<file path="src/rtl/mem_wb_stage.sv">
`default_nettype none
// ============================================================================
// Module   : mem_wb_stage
// Purpose  : MEM->WB pipeline register with load alignment, stall/flush
//            handling and a retired-write counter. Optional misaligned-load
//            trap enabled by defining WB_MISALIGN_CHECK_EN.
// Revision : 1.0  initial release
// ============================================================================
module mem_wb_stage #(
    parameter int DATA_W     = 32,
    parameter int ADDR_W     = 5,
    parameter int CNT_W      = 32,
    parameter int BIG_ENDIAN = 1
) (
    input  logic              clk,
    input  logic              rst,
    input  logic              stall_mem,
    input  logic              stall_wb,
    input  logic              flush,
    input  logic              mem_wreg,
    input  logic [ADDR_W-1:0] mem_wd,
    input  logic [DATA_W-1:0] mem_wdata,
    input  logic [2:0]        mem_ld_type,
    input  logic [1:0]        mem_addr_lo,
    input  logic [DATA_W-1:0] mem_rdata,
    output logic              wb_wreg,
    output logic [ADDR_W-1:0] wb_wd,
    output logic [DATA_W-1:0] wb_wdata,
    output logic              wb_excp,
    output logic [CNT_W-1:0]  wb_retired
);

    localparam logic [2:0] c_LD_NONE = 3'd0;
    localparam logic [2:0] c_LD_LB   = 3'd1;
    localparam logic [2:0] c_LD_LBU  = 3'd2;
    localparam logic [2:0] c_LD_LH   = 3'd3;
    localparam logic [2:0] c_LD_LHU  = 3'd4;
    localparam logic [2:0] c_LD_LW   = 3'd5;

    localparam logic [CNT_W-1:0]  c_CNT_ONE = {{(CNT_W-1){1'b0}}, 1'b1};
    localparam logic [ADDR_W-1:0] c_R0      = '0;

    logic [7:0]        w_byte;
    logic [15:0]       w_half;
    logic [DATA_W-1:0] w_wdata;
    logic              w_wreg;
    logic              w_excp;
    logic              w_bubble;

    logic              r_wreg;
    logic [ADDR_W-1:0] r_wd;
    logic [DATA_W-1:0] r_wdata;
    logic [CNT_W-1:0]  r_retired;

    // Lane selection depends only on the memory's byte ordering.
    generate
        if (BIG_ENDIAN != 0) begin : g_big_endian
            always_comb begin
                w_byte = mem_rdata[31:24];
                case (mem_addr_lo)
                    2'd0:    w_byte = mem_rdata[31:24];
                    2'd1:    w_byte = mem_rdata[23:16];
                    2'd2:    w_byte = mem_rdata[15:8];
                    default: w_byte = mem_rdata[7:0];
                endcase
                w_half = mem_addr_lo[1] ? mem_rdata[15:0] : mem_rdata[31:16];
            end
        end else begin : g_little_endian
            always_comb begin
                w_byte = mem_rdata[7:0];
                case (mem_addr_lo)
                    2'd0:    w_byte = mem_rdata[7:0];
                    2'd1:    w_byte = mem_rdata[15:8];
                    2'd2:    w_byte = mem_rdata[23:16];
                    default: w_byte = mem_rdata[31:24];
                endcase
                w_half = mem_addr_lo[1] ? mem_rdata[31:16] : mem_rdata[15:0];
            end
        end
    endgenerate

    always_comb begin
        w_wdata = mem_wdata;
        w_wreg  = mem_wreg;
        w_excp  = 1'b0;
        case (mem_ld_type)
            c_LD_NONE: w_wdata = mem_wdata;
            c_LD_LB:   w_wdata = {{(DATA_W-8){w_byte[7]}}, w_byte};
            c_LD_LBU:  w_wdata = {{(DATA_W-8){1'b0}}, w_byte};
            c_LD_LH:   w_wdata = {{(DATA_W-16){w_half[15]}}, w_half};
            c_LD_LHU:  w_wdata = {{(DATA_W-16){1'b0}}, w_half};
            c_LD_LW:   w_wdata = mem_rdata;
            // Reserved encodings behave as a non-load that never writes.
            default: begin
                w_wdata = mem_wdata;
                w_wreg  = 1'b0;
            end
        endcase
`ifdef WB_MISALIGN_CHECK_EN
        if ((((mem_ld_type == c_LD_LH) || (mem_ld_type == c_LD_LHU)) && mem_addr_lo[0]) ||
            ((mem_ld_type == c_LD_LW) && (mem_addr_lo != 2'd0))) begin
            w_wreg = 1'b0;
            w_excp = 1'b1;
        end
`endif
    end

    // A stalled MEM stage with a free WB stage must not leave a stale entry.
    assign w_bubble = flush || (stall_mem && !stall_wb);

    always_ff @(posedge clk or negedge rst) begin
        if (!rst) begin
            r_wreg    <= 1'b0;
            r_wd      <= '0;
            r_wdata   <= '0;
            r_retired <= '0;
        end else if (w_bubble) begin
            r_wreg  <= 1'b0;
            r_wd    <= '0;
            r_wdata <= '0;
        end else if (stall_wb) begin
            // The regfile already consumed the write on the first held edge.
            r_wreg <= 1'b0;
        end else begin
            r_wreg  <= w_wreg;
            r_wd    <= mem_wd;
            r_wdata <= w_wdata;
            if (w_wreg && (mem_wd != c_R0)) begin
                r_retired <= r_retired + c_CNT_ONE;
            end
        end
    end

`ifdef WB_MISALIGN_CHECK_EN
    logic r_excp;

    always_ff @(posedge clk or negedge rst) begin
        if (!rst) begin
            r_excp <= 1'b0;
        end else if (w_bubble) begin
            r_excp <= 1'b0;
        end else if (!stall_wb) begin
            r_excp <= w_excp;
        end
    end

    assign wb_excp = r_excp;
`else
    logic w_excp_unused;
    assign w_excp_unused = w_excp;
    assign wb_excp       = 1'b0;
`endif

    assign wb_wreg    = r_wreg;
    assign wb_wd      = r_wd;
    assign wb_wdata   = r_wdata;
    assign wb_retired = r_retired;

endmodule
`default_nettype wire

</file>
<file path="config.mk">
export PLATFORM = sky130hd
export DESIGN_NAME = mem_wb_stage
export DESIGN_NICKNAME = d
export VERILOG_FILES = /design/src/rtl/mem_wb_stage.sv
export SDC_FILE = /design/constraint.sdc
export NUM_CORES = 1
export LEC_CHECK = 0
export ABC_AREA = 0
export CAP_MARGIN = 20
export CORE_ASPECT_RATIO = 0.6
export CORE_MARGIN = 1
export CORE_UTILIZATION = 30
export DETAILED_ROUTE_END_ITERATION = 6
export GPL_TIMING_DRIVEN = 0
export HOLD_SLACK_MARGIN = 0.03
export MAX_ROUTING_LAYER = met4
export PLACE_DENSITY = 0.69
export SLEW_MARGIN = 20
export SYNTH_ARGS = -nofsm -noshare
export SYNTH_HDL_FRONTEND = slang
export SYNTH_SLANG_ARGS = --single-unit
</file>
<file path="constraint.sdc">
create_clock -name clk -period 1.9 [get_ports clk]
set_clock_uncertainty 0.05 [all_clocks]
set_input_delay 0.475 -clock clk [delete_from_list [all_inputs] [get_ports clk]]
set_output_delay 0.475 -clock clk [all_outputs]
set_load 0.02 [all_outputs]
</file>
==> impl_metrics.json <==
{
  "period_share": 1.02,
  "ys.flop_type": "dfrtp_1",
  "grtUsageTotal": 0.226,
  "vias": 4585,
  "cp_data_required_time_ns": 2.04,
  "dr_wl_met2_mm": 6.66,
  "max_cap_violations": 0,
  "cts.sinks": 70,
  "path_clk_slew_ns": 0.06,
  "hp-class": "primary input to asynchronous set/reset pin",
  "place_area_um2": 5920,
  "io_pins": 151,
  "synth_edf_count": 0,
  "syn_area_per_cell_um2": 8.86,
  "syn-num-nets": 555,
  "status": "complete, but fails checks",
  "end_kind": "flip-flop",
  "cts_buffers": 9,
  "drv_slew": 0,
  "synth.most_common_cell": "nand2_1",
  "synth_seq_area_share": 0.417,
  "initial_utilization": 0.307,
  "grt_pass1_wl_mm": 24.0,
  "reg2reg_from": "wb_retired[4]$_DFFE_PN0P_",
  "grt_overflow": 0,
  "grt_pass1_vias": 4291,
  "core-area_um2": 13700,
  "htree_num_levels": 3,
  "final_util": 0.480,
  "peakVddDrop_uv": 532,
  "drt-pass1-iter-count": 5,
  "drt-met1-wl_mm": 7.37,
  "viasPerCell": 5.44,
  "max_freq_ghz": 0.516,
  "finalNetCount": 727,
  "ff2ff_path_depth": 6,
  "violations": "setup timing",
  "worst-r2r-setup-slack_ns": 0,
  "setup_viol": 2,
  "grt_antenna_before_repair": 1,
  "grt_max_degree": 41,
  "io_buffers": 146,
  "path_cells": "buf_6 -> or4_4 -> o2111a_1 -> buf_6 -> buf_4 -> nand3_4 -> nor3_1 -> xor2_1",
  "rsz0062_at_grt": "true",
  "rows": 33,
  "hpwl_mm": 11.6,
  "die_area_um2": 14500,
  "tightest_slew_ns": 0.682,
  "cpMaxStageDelayCell": "or4_4",
  "fin_ws_ns": -0.0380,
  "drive_above_1_share": 0.165,
  "ys_ff_latch": 70,
  "design_area_um2": 6570,
  "area_growth_pct": 56.3,
  "startpoint": "mem_wd[4]",
  "path_max_fanout": 10,
  "wl_met3_mm": 1.62,
  "hold_viol": 0,
  "critical_path_class": "primary input to flip-flop",
  "cellPowerDensity_nw_per_um2": 702,
  "cp-start-kind": "primary input",
  "syn_area_um2": 4200,
  "worst_path_most_repeated_cell": "buf_6",
  "fin_tns_setup_ns": -0.0652,
  "place_congestion": 0.899,
  "arrival_ns": 2.08,
  "drtAntennaViolNets": 0,
  "p_leak_nw": 3.11,
  "slew_headroom": 0.545,
  "postCtsHoldBufs": 0,
  "ys_types": 52,
  "async_flop_share": 1.00,
  "synth_top_area_frac": 0.417,
  "clock_latency_ns": 0.33,
  "r2r-end": "wb_retired[18]$_DFFE_PN0P_",
  "wl_mm": 15.8,
  "clockBufferDepth": 2,
  "period_minus_slack_ns": 1.94,
  "max_stage_delay_ns": 0.52,
  "syn_inst": 474,
  "drt_iter0_markers": 415,
  "clock-root-buffer": "clkbuf_16",
  "setup.worst_path.end": "wb_retired[18]$_DFFE_PN0P_",
  "die-width_um": 155,
  "synth_area_leaders": "dfrtp_1 42%, nand2_1 6.7%, o21ai_0 4.6%",
  "ys_warn_count": 0,
  "drc_errors": 0,
  "post_drt_wl_per_cell_um": 18.8,
  "ys_top_cells_by_count": "75 x nand2_1, 70 x dfrtp_1, 39 x o21ai_0, 38 x nor2_1, 24 x o22ai_1",
  "top_layer": "met4",
  "yosysTopAreaCell": "dfrtp_1",
  "dieHeight_um": 93.7,
  "cts_tree": "built"
}
==> state kept, by name, indices dropped and copies added, names as in the netlist <==
signal and count:
wb_retired 32, wb_wdata 32, wb_wd 5, wb_wreg 1
==> where the power goes <==
group          total (W)  switching [W]  internal (W)
Clock            0.00198       0.000667       0.00132
Combinational   0.000963       0.000525      0.000438
Sequential       0.00166      0.0000967       0.00157
Total            0.00461        0.00129       0.00332
==> timing repair <==
item                                    in CTS  in global routing
gates resized for setup                     83                 41
pin swaps                                   12                  9
setup buffers                               10                  4
gates cloned                                 2                  0
endpoints found under the setup margin      85                 67
==> how the worst min path moves through the flow <==
stage / start / endpoint / slack, ns / cells past startpoint
detailed placement: rst / wb_wdata[29]$_DFFE_PN0P_ / 0.40 / 1
finish: rst / wb_wdata[27]$_DFFE_PN0P_ / 0.04 / 1
CTS: rst / wb_wdata[27]$_DFFE_PN0P_ / 0.05 / 1
floorplan: rst / wb_retired[0]$_DFFE_PN0P_ / 0.13 / 0
global placement: wb_retired[31]$_DFFE_PN0P_ / wb_retired[31]$_DFFE_PN0P_ / 0.41 / 1
global route: rst / wb_wdata[27]$_DFFE_PN0P_ / 0.06 / 1
==> cells in the final DEF, fill, tap and decap left out, types with 6 or more instances in the layout <==
| cell type | n |
|---|---|
| dlymetal6s2s_1 | 19 |
| dfrtp_1 | 68 |
| clkdlybuf4s50_1 | 93 |
| o22ai_1 | 24 |
| a21oi_1 | 21 |
| inv_1 | 6 |
| mux2i_1 | 8 |
| dlygate4sd2_1 | 23 |
| clkbuf_2 | 10 |
| xor2_1 | 22 |
| nor2_1 | 35 |
| o21ai_0 | 39 |
| buf_4 | 16 |
| nand2_1 | 73 |
| a22oi_1 | 14 |
| clkbuf_16 | 9 |
| nor3_1 | 12 |
| nor3_2 | 10 |
| nand3_1 | 8 |
| buf_2 | 12 |
| xnor2_1 | 10 |
| a22o_1 | 8 |
| o21ai_1 | 6 |
| clkbuf_1 | 9 |
==> critical path, delay by kind of cell <==
| family | cells | cell delay [ns] |
|---|---|---|
| AND/OR/NAND/NOR | 3 | 0.79 |
| buffers and inverters | 3 | 0.35 |
| AO/OA/AOI/OAI | 1 | 0.28 |
| XOR/XNOR | 1 | 0.17 |
==> logic make-up after synthesis <==
family / share of synthesized area
other: 0.000893
and+or+nand+nor: 0.213
xor gates and xnor gates: 0.0667
AOI/OAI and AO/OA: 0.197
DFF: 0.417
muxes: 0.0566
adders and majority gates: 0.00298
buffers and inverters: 0.0456
==> layer usage <==
layer,global-route usage,vias up
li1,-,2065
met1,0.321,2237
met2,0.310,257
met3,0.0669,26
met4,0.0611,0
met5,-,-
==> through the flow <==
stage	worst slack (ns)	hold slack, ns	power (W)	cells
5_1_grt	-0.104	0.0583	0.00479	843
3_3_place_gp	-2.16	0.406	0.00260	812
3_5_place_dp	-0.828	0.404	0.00263	813
2_1_floorplan	-0.0766	0.129	0.00211	474
4_1_cts	-0.0156	0.0477	0.00462	838
6_report	-0.0380	0.0357	0.00461	843
==> cell type report <==
cell class / count / area (um^2)
multi-input cells: 363 / 2380
clock buffers: 10 / 239
flip-flops and latches: 70 / 1750
fillers: 1267 / 7100
repair buffers: 163 / 1630
clock inverters: 5 / 106
inverters: 6 / 22.5
well taps: 192 / 240
diodes: 1 / 2.50
plain buffers: 33 / 195
Power figures use the tool's default switching activity.
